## src/rtl/sram_stream_reader_pkg.sv

```systemverilog
// Shared definitions for the SRAM stream reader.
//   state_e    : reader FSM states
//   RD_LAT     : SRAM read latency in cycles
//   BUF_DEPTH  : output buffer entries
package sram_stream_pkg;

  typedef enum logic [1:0] {
    IDLE  = 2'd0,
    RUN   = 2'd1,
    DRAIN = 2'd2
  } state_e;

  localparam int unsigned RD_LAT    = 1;
  localparam int unsigned BUF_DEPTH = 2;

endpackage

```

## src/rtl/sram_stream_reader_fifo2.sv

```systemverilog
// Two-entry synchronous FIFO used as the reader's output buffer.
//   clk, rst_n : clock, synchronous active-low reset (clears storage too)
//   flush_i    : empties the FIFO, overriding push/pop
//   push_i     : write din_i (accepted when not full, or when popping)
//   pop_i      : drop the head entry
//   dout_o     : head entry
//   full_o     : two entries held
//   empty_o    : no entries held
module sync_fifo2
  import sram_stream_pkg::*;
#(
  parameter int unsigned W = 8
) (
  input  logic         clk,
  input  logic         rst_n,
  input  logic         flush_i,
  input  logic         push_i,
  input  logic         pop_i,
  input  logic [W-1:0] din_i,
  output logic [W-1:0] dout_o,
  output logic         full_o,
  output logic         empty_o
);

  logic [W-1:0] mem_q [BUF_DEPTH];
  logic         wr_q;
  logic         rd_q;
  logic [1:0]   cnt_q;
  logic         do_push;
  logic         do_pop;

  assign full_o  = (cnt_q == 2'(BUF_DEPTH));
  assign empty_o = (cnt_q == 2'd0);
  assign dout_o  = mem_q[rd_q];
  assign do_pop  = pop_i & ~empty_o;
  assign do_push = push_i & (~full_o | do_pop);

  always_ff @(posedge clk) begin
    if (!rst_n) begin
      for (int unsigned i = 0; i < BUF_DEPTH; i++) mem_q[i] <= '0;
      wr_q  <= 1'b0;
      rd_q  <= 1'b0;
      cnt_q <= '0;
    end else if (flush_i) begin
      wr_q  <= 1'b0;
      rd_q  <= 1'b0;
      cnt_q <= '0;
    end else begin
      if (do_push) begin
        mem_q[wr_q] <= din_i;
        wr_q        <= ~wr_q;
      end
      if (do_pop) rd_q <= ~rd_q;
      cnt_q <= cnt_q + 2'(do_push) - 2'(do_pop);
    end
  end

endmodule

```

## src/rtl/sram_stream_reader.sv

```systemverilog
// Read-side master for sp_sram: reads `length` words from `base_addr`
// (wrapping modulo DEPTH) and streams them out in order with a last marker.
//   clk, rst_n            : clock, synchronous active-low reset
//   start, base_addr,
//   length                : transfer request (sampled in IDLE only)
//   abort                 : cancel transfer, flush buffer, no done pulse
//   busy, done            : transfer active / 1-cycle completion pulse
//   mem_ena, mem_rea,
//   mem_addr_o, mem_douta : sp_sram read port (1-cycle latency)
//   m_valid, m_data,
//   m_last, m_ready       : output stream
module sram_stream_reader
  import sram_stream_pkg::*;
#(
  parameter int unsigned WIDTH = 10,
  parameter int unsigned DEPTH = 128,
  parameter int unsigned ADDRB = $clog2(DEPTH)
) (
  input  logic             clk,
  input  logic             rst_n,
  input  logic             start,
  input  logic             abort,
  input  logic [ADDRB-1:0] base_addr,
  input  logic [ADDRB:0]   length,
  output logic             busy,
  output logic             done,
  output logic             mem_ena,
  output logic             mem_rea,
  output logic [ADDRB-1:0] mem_addr_o,
  input  logic [WIDTH-1:0] mem_douta,
  output logic             m_valid,
  output logic [WIDTH-1:0] m_data,
  output logic             m_last,
  input  logic             m_ready
);

  state_e           state_q, state_d;
  logic [ADDRB:0]   cnt_q, cnt_d;
  logic [ADDRB:0]   len_q, len_d;
  logic [ADDRB-1:0] addr_q, addr_d;
  logic             infl_q, infl_d;
  logic             infl_last_q, infl_last_d;
  logic             done_q, done_d;

  logic             issue;
  logic             f_flush, f_push, f_pop, f_full, f_empty;
  logic [WIDTH:0]   f_din, f_dout;
  logic [1:0]       occ, credit_sum;
  logic             hs;

  sync_fifo2 #(.W(WIDTH + 1)) u_buf (
    .clk     (clk),
    .rst_n   (rst_n),
    .flush_i (f_flush),
    .push_i  (f_push),
    .pop_i   (f_pop),
    .din_i   (f_din),
    .dout_o  (f_dout),
    .full_o  (f_full),
    .empty_o (f_empty)
  );

  assign m_valid          = ~f_empty;
  assign {m_last, m_data} = f_dout;
  assign hs               = m_valid & m_ready;
  assign busy             = (state_q != IDLE);
  assign done             = done_q;
  assign mem_ena          = issue;
  assign mem_rea          = issue;
  assign mem_addr_o       = addr_q;

  // Occupancy counts the head leaving this cycle as already gone; without
  // that, steady streaming would stall every other cycle. A word is still
  // never lost: whatever is issued now lands in a slot freed by this pop.
  assign occ        = f_full ? 2'd2 : (f_empty ? 2'd0 : 2'd1);
  assign credit_sum = occ - 2'(f_pop) + 2'(infl_q);

  always_comb begin
    state_d     = state_q;
    cnt_d       = cnt_q;
    len_d       = len_q;
    addr_d      = addr_q;
    infl_d      = 1'b0;
    infl_last_d = 1'b0;
    done_d      = 1'b0;
    issue       = 1'b0;
    f_flush     = 1'b0;
    f_pop       = hs & ~abort;
    f_push      = infl_q & ~abort;
    f_din       = {infl_last_q, mem_douta};

    unique case (state_q)
      IDLE: begin
        if (start) begin
          if (length != '0) begin
            state_d = RUN;
            len_d   = length;
            cnt_d   = '0;
            addr_d  = base_addr;
          end else begin
            done_d = 1'b1;
          end
        end
      end
      RUN: begin
        if (abort) begin
          state_d = IDLE;
          f_flush = 1'b1;
        end else if (credit_sum < 2'd2) begin
          issue       = 1'b1;
          infl_d      = 1'b1;
          infl_last_d = (cnt_q == len_q - 1'b1);
          cnt_d       = cnt_q + 1'b1;
          addr_d      = (addr_q == ADDRB'(DEPTH - 1)) ? '0 : addr_q + 1'b1;
          if (cnt_q + 1'b1 == len_q) state_d = DRAIN;
        end
      end
      DRAIN: begin
        if (abort) begin
          state_d = IDLE;
          f_flush = 1'b1;
        end else if (hs && m_last) begin
          state_d = IDLE;
          done_d  = 1'b1;
        end
      end
      default: state_d = IDLE;
    endcase
  end

  always_ff @(posedge clk) begin
    if (!rst_n) begin
      state_q     <= IDLE;
      cnt_q       <= '0;
      len_q       <= '0;
      addr_q      <= '0;
      infl_q      <= 1'b0;
      infl_last_q <= 1'b0;
      done_q      <= 1'b0;
    end else begin
      state_q     <= state_d;
      cnt_q       <= cnt_d;
      len_q       <= len_d;
      addr_q      <= addr_d;
      infl_q      <= infl_d;
      infl_last_q <= infl_last_d;
      done_q      <= done_d;
    end
  end

endmodule

```

## config.mk

```make
export PLATFORM = sky130hd
export DESIGN_NAME = sram_stream_reader
export DESIGN_NICKNAME = d
export VERILOG_FILES = /design/src/rtl/sram_stream_reader_pkg.sv /design/src/rtl/sram_stream_reader_fifo2.sv /design/src/rtl/sram_stream_reader.sv
export SDC_FILE = /design/constraint.sdc
export NUM_CORES = 1
export LEC_CHECK = 0
export BUFFER_PORTS_ARGS = -buffer_cell sky130_fd_sc_hd__buf_2
export CAP_MARGIN = 5
export CORE_UTILIZATION = 51
export CTS_CLUSTER_DIAMETER = 100
export DETAILED_ROUTE_END_ITERATION = 10
export GPL_TIMING_DRIVEN = 0
export PLACE_DENSITY = 0.85
export SYNTH_ARGS = -nofsm -noshare
export SYNTH_HDL_FRONTEND = slang
export SYNTH_SLANG_ARGS = --single-unit
```

## constraint.sdc

```tcl
create_clock -name clk -period 4.9 [get_ports clk]
set_clock_uncertainty 0.05 [all_clocks]
set_input_delay 0.245 -clock clk [delete_from_list [all_inputs] [get_ports clk]]
set_output_delay 0.245 -clock clk [all_outputs]
set_load 0.01 [all_outputs]
```

# After elaboration in Yosys (flattened, before gate mapping)
# Memory sizes are Yosys's and may differ from the RTL's. A register that Yosys moved wholly into a read port is not among the register bits.
# Cells that the tools add are included.
dict set report word_totals {
  regBits 32
  mem_bits_rw 22
  inputBits 30
  output_inout_bits 23
  word_cells 100
  memories 1
}
# name depth word_bits read_ports rd_ports_with_merged_regs write_ports line
set mem_list {}
lappend mem_list {u_buf.mem_q 2 11 1 1 2 sram_stream_reader_fifo2.sv:25} ;# logic [W-1:0] mem_q [BUF_DEPTH];
dict set report op_classes {
  add_sub_neg 7
  n_lt_le_gt_ge 1
  n_eq_ne 13
  n_mux 41
  bitwise_logic 14
  n_reduce_logical 13
}
# cell count
set op_table {}
lappend op_table {{$mux W7} 5}
lappend op_table {{$mux W8} 4}
lappend op_table {{$mux W1} 19}
lappend op_table {{$eq A8 B8 Y1} 2}
lappend op_table {{$mux W2} 8}
lappend op_table {{$pmux W8 S2} 1}
lappend op_table {{$pmux W7 S2} 1}
lappend op_table {{$mux W11} 1}
lappend op_table {{$reduce_or A11 Y1} 1}
lappend op_table {{$reduce_and A5 Y1} 2}
lappend op_table {{$ne A3 B3 Y1 const B} 3}
lappend op_table {{$add A8 B1 Y8 const B} 1}
lappend op_table {{$ne A2 B2 Y1 const B} 4}
lappend op_table {{$not A1 Y1} 8}
lappend op_table {{$reduce_bool A8 Y1} 1}
lappend op_table {{$sub A8 B1 Y8 const B} 1}
lappend op_table {{$add A7 B1 Y7 const B} 1}
lappend op_table {{$eq A7 B7 Y1 const B} 1}
lappend op_table {{$pmux W2 S3} 1}
lappend op_table {{$and A1 B1 Y1} 5}
lappend op_table {{$add A2 B1 Y2} 2}
lappend op_table {{$eq A2 B2 Y1 const B} 2}
lappend op_table {{$logic_not A2 Y1} 2}
lappend op_table {{$reduce_bool A2 Y1} 2}
lappend op_table {{9 further kinds} 11}

# Logic depth before layout (Yosys ltp)
dict set report logic_depth {
  ltp_word 13
  mapped_depth 10
  depth_no_buf 9
}

# Hierarchy
# A second synthesis with hierarchy kept.
dict set report unflattened {
  cells_unflattened 321
  hier_area_um2 3225.6
}
# mod n_inst cells_per_inst area_per_inst_um2 seq_area_each_um2
set modules_own_cells {}
lappend modules_own_cells {sram_stream_reader 1 231 1971.9 560.5}
lappend modules_own_cells {sync_fifo2 1 90 1253.7 760.7}

# Least setup slack after synthesis
# Ideal clock, no wire load.
dict set report synth_timing {
  kind {flip-flop to flip-flop}
  startpoint {register u_buf.cnt_q[0]}
  endpoint {register cnt_q[6]}
  setup_time_ns 0.071
  arrival_time_ns 2.513
  required_ns 4.779
  path_slack_ns 2.267
  stages_incl_launch_ff 9
  path_buffers 0
  period_less_slack_ns 2.633
  cell_sequence {dfxtp_1 > o21a_1 > and2_1 > ha_1 > and2b_2 > xnor3_2 > a2111o_1 > or4_1 > a21oi_1}
}
dict set report synth_between {
  elab_chain_cells 9
  word_cells_on_any_way 12
  classes_between {add/sub: 2; order compare: 1; eq/ne: 2; mux: 2; bitwise: 3; reduce/logical: 2}
}
# item line
set synth_lines {}
lappend synth_lines {{start: declaration} sram_stream_reader_fifo2.sv:28} ;# logic [1:0] cnt_q;
lappend synth_lines {{start signal: assignment} sram_stream_reader_fifo2.sv:54} ;# cnt_q <= cnt_q + 2'(do_push) - 2'(do_pop);
lappend synth_lines {{$logic_not A2 Y1} sram_stream_reader_fifo2.sv:33} ;# assign empty_o = (cnt_q == 2'd0);
lappend synth_lines {{$not A1 Y1} sram_stream_reader.sv:63} ;# assign m_valid = ~f_empty;
lappend synth_lines {{$and A1 B1 Y1} sram_stream_reader.sv:65} ;# assign hs = m_valid & m_ready;
lappend synth_lines {{$and A1 B1 Y1} sram_stream_reader.sv:88} ;# f_pop = hs & ~abort;
lappend synth_lines {{$sub A2 B1 Y2 (*)} sram_stream_reader.sv:76} ;# assign credit_sum = occ - 2'(f_pop) + 2'(infl_q);
lappend synth_lines {{$add A2 B1 Y2 (*)} sram_stream_reader.sv:76}
lappend synth_lines {{$lt A2 B2 Y1 (*)} sram_stream_reader.sv:109} ;# end else if (credit_sum < 2'd2) begin
lappend synth_lines {{$ne A2 B2 Y1 (no source line) (*)} -}
lappend synth_lines {{$reduce_and A5 Y1 (no source line) (*)} -}
lappend synth_lines {{end signal: assignment} sram_stream_reader.sv:142} ;# cnt_q <= cnt_d;
lappend synth_lines {{end: declaration} sram_stream_reader.sv:38} ;# logic [ADDRB:0] cnt_q, cnt_d;
# Mark *: on every way between the ends. The rest lies on a longest branch, timed or not.
# A chain may end at the register's enable or synchronous reset.

# Final worst setup path
# Same ends and word-level chain as after synthesis.

==> impl_metrics.toml <==
[detailed_routing]
wl_per_cell_microns = 14.0
routed_via_density = 5.54
dr.pass1.iters = 4
drcViolationCount = 0
antenna_left = 0
routed-via-count = 2534
drt-total-wl_microns = 6390
drtIter0Drc = 179

[synthesis]
synth_top_area_share_pct = 21.9
synth_top_area_cell = "dfxtp_1"
netlist_instances = 326
async_reset_ff_share_pct = 0
yosysWarnings = 0
synth_nets = 365
seq_area_frac_synth_pct = 43.8
synthTopCellsByArea = "dfxtp_1 (22%), edfxtp_1 (22%), and2_1 (5.2%)"
synthTopCellsByCount = "nor2_1 (34), dfxtp_1 (33), and2_1 (25)"
syn_avg_cell_area_sq_um = 9.26
synth_edf_count = 22
synth_most_common_cell = "nor2_1"
synth_flop_cell = "dfxtp_1"
synth_cell_types = 54
ys_seq_elements = 55
syn_area_sq_um = 3020

[cts]
cts_resized = 0
clkLatencyLatePin_ns = 0.32
cts_root_buf = "clkbuf_8"
clkTransAtPathRegs_ns = 0.11
hold_buffers = 0
cts.sinks = 55
cts_tree = "yes"
cts_made_buffers = 5
clockBufferDepth = 2
htree_levels = 2
post_cts_buffers = 0

[floorplan]
row_count = 27
die_h_microns = 78.9
core_sq_um = 5610
die_x_microns = 78.9
io_pins = 53
dieArea_sq_um = 6230
start_util_pct = 53.8

[final_layout]
antenna-diode-count = 0
nNetsFinal = 423
syn_to_final_growth_pct = 14.8
fin_cells = 457
layout-drive-gt1-share_pct = 21.6
nFillCells = 504
multi_input_area_sq_um = 1570
post-route-util_pct = 61.8
layout.area.seq_sq_um = 1320

[grt]
antenna_found_initial = 0
grt_pass1_wl_microns = 10900
grt_pass1_vias = 2431
grt_max_degree = 21
gr-total-overflow = 0
track_usage_pct = 22.1

[timing]
timing.fmax_mhz = 353
hold_violations = 0
relSlewSlack_pct = 41.9
final.period_utilization_pct = 57.9
whs_ns = 0.108
rsz0062_at_grt = "no"
worst_slew_pin_slew_ns = 0.865
drv_slew = 0
finalSetupTns_ns = 0
finalCriticalPeriod_ns = 2.83
setup_violations = 0

[setup_path]
cp_slowest_stage_delay_ns = 0.53
crit_path_top_delay_cell = "or4_1"
cp.required_ns = 5.11
critPathCaptureType = "register"
start_kind = "register"
arrival_ns = 3.04
path_max_fanout = 7
path_class = "reg2reg"
path_cells = "o21a_1 > and2_1 > ha_1 > and2b_2 > xnor3_2 > a2111o_1 > or4_1 > a21oi_1"

[power_and_ir_drop]
p_per_area_nw_per_um2 = 361
vdd_ir_drop_max_uv = 201
leakage_nw = 1.48

[placement]
dpl.hpwl_microns = 4760
routabilityCongestion = 0.854
port_buffers = 51
dp_cells = 449

[min_path]
hp-class = "in2reg"

[run]
cap_viol_max_count = 0

[run_status]
status = "completed"
path summary, 6_finish.rpt:
| path | slack (ns) | cells after the start | from | endpoint |
|---|---|---|---|---|
| setup / recovery | 2.07 | 8 | u_buf.cnt_q[0]$_SDFF_PP0_ | cnt_q[6]$_SDFFE_PN0P_ |
| hold / removal | 0.11 | 3 | length[0] | len_q[0]$_SDFFE_PN0P_ |
| setup reg to reg | 2.07 | 8 | u_buf.cnt_q[0]$_SDFF_PP0_ | cnt_q[6]$_SDFFE_PN0P_ |
| hold reg to reg | 0.45 | 2 | u_buf.wr_q$_SDFFE_PP0N_ | u_buf.wr_q$_SDFFE_PP0N_ |
cell type report:
cell class	count	share of cell area [%]
multi-input cells	239	45.3
plain buffers	16	1.91
clock buffers	5	1.99
repair buffers	51	7.36
inverters	16	1.73
flip-flops and latches	55	38.1
well taps	72	2.60
clock inverters	3	0.975
flip-flops by register name, indices dropped and copies added, names as in the netlist, named ones only:
signal and flops:
cnt_q 8, u_buf.wr_q 1, u_buf.rd_q 1, state_q 2
infl_q 1, u_buf.mem_q 22, done 1, u_buf.cnt_q 2
infl_last_q 1, len_q 8, mem_addr_o 7
worst max-delay path, delay by kind of cell, from the launching register on:
| kind | cells | cell delay (ns) |
|---|---|---|
| AO/OA/AOI/OAI | 3 | 0.89 |
| AND/OR/NAND/NOR | 3 | 0.91 |
| XOR/XNOR | 1 | 0.32 |
| adder cells (fa/ha/maj) | 1 | 0.28 |
| flip-flops | 1 | 0.35 |
metrics by stage:
| step | instance area (sq um) | power, W | worst slack (ns) |
|---|---|---|---|
| final | 3470 | 0.00125 | 2.07 |
| after floorplan | 3020 | 0.000861 | 2.27 |
| after global routing | 3470 | 0.00132 | 1.86 |
| after detailed placement | 3360 | 0.000982 | 2.10 |
| after global placement | 3360 | 0.000966 | 2.13 |
| after CTS | 3470 | 0.00125 | 2.08 |
logic make-up (layout without fill, tap and decap cells):
logic type | count (synthesis) | count (layout) | share of synthesized area (%)
compound gates | 65 | 65 | 14.5
mux | 15 | 15 | 5.43
buf+inv | 32 | 91 | 4.19
xor+xnor | 19 | 19 | 6.01
fa+ha+maj | 9 | 9 | 3.73
flops | 55 | 55 | 43.8
simple gates | 131 | 131 | 22.3
report_power, final:
part / internal, W / switching (W) / total, W
registers: 0.000522 / 0.0000455 / 0.000568
clock network: 0.000108 / 0.000165 / 0.000273
logic: 0.000170 / 0.000239 / 0.000409
total: 0.000800 / 0.000450 / 0.00125
layout by cell type (no fill, tap or decap), drive strengths merged, types with 4 or more instances in the layout:
master	count
a21oi	21
mux2	11
dfxtp	33
nor2	34
clkbuf	18
xnor2	14
ha	9
nand2b	5
mux2i	4
nand3	10
and2	25
o21ai	11
nand2	23
inv	17
edfxtp	22
xor2	4
nor3	13
buf	54
routing by layer:
layer | track usage (%) | up-vias | part of all wire (%)
met5 | 0 | - | 0
met4 | 8.18 | 0 | 2.1
met3 | 3.91 | 12 | 4.8
met2 | 40.3 | 68 | 51
met1 | 25.7 | 1182 | 42
li1 | - | 1272 | -
No activity file was read; power rests on OpenSTA's default activity.
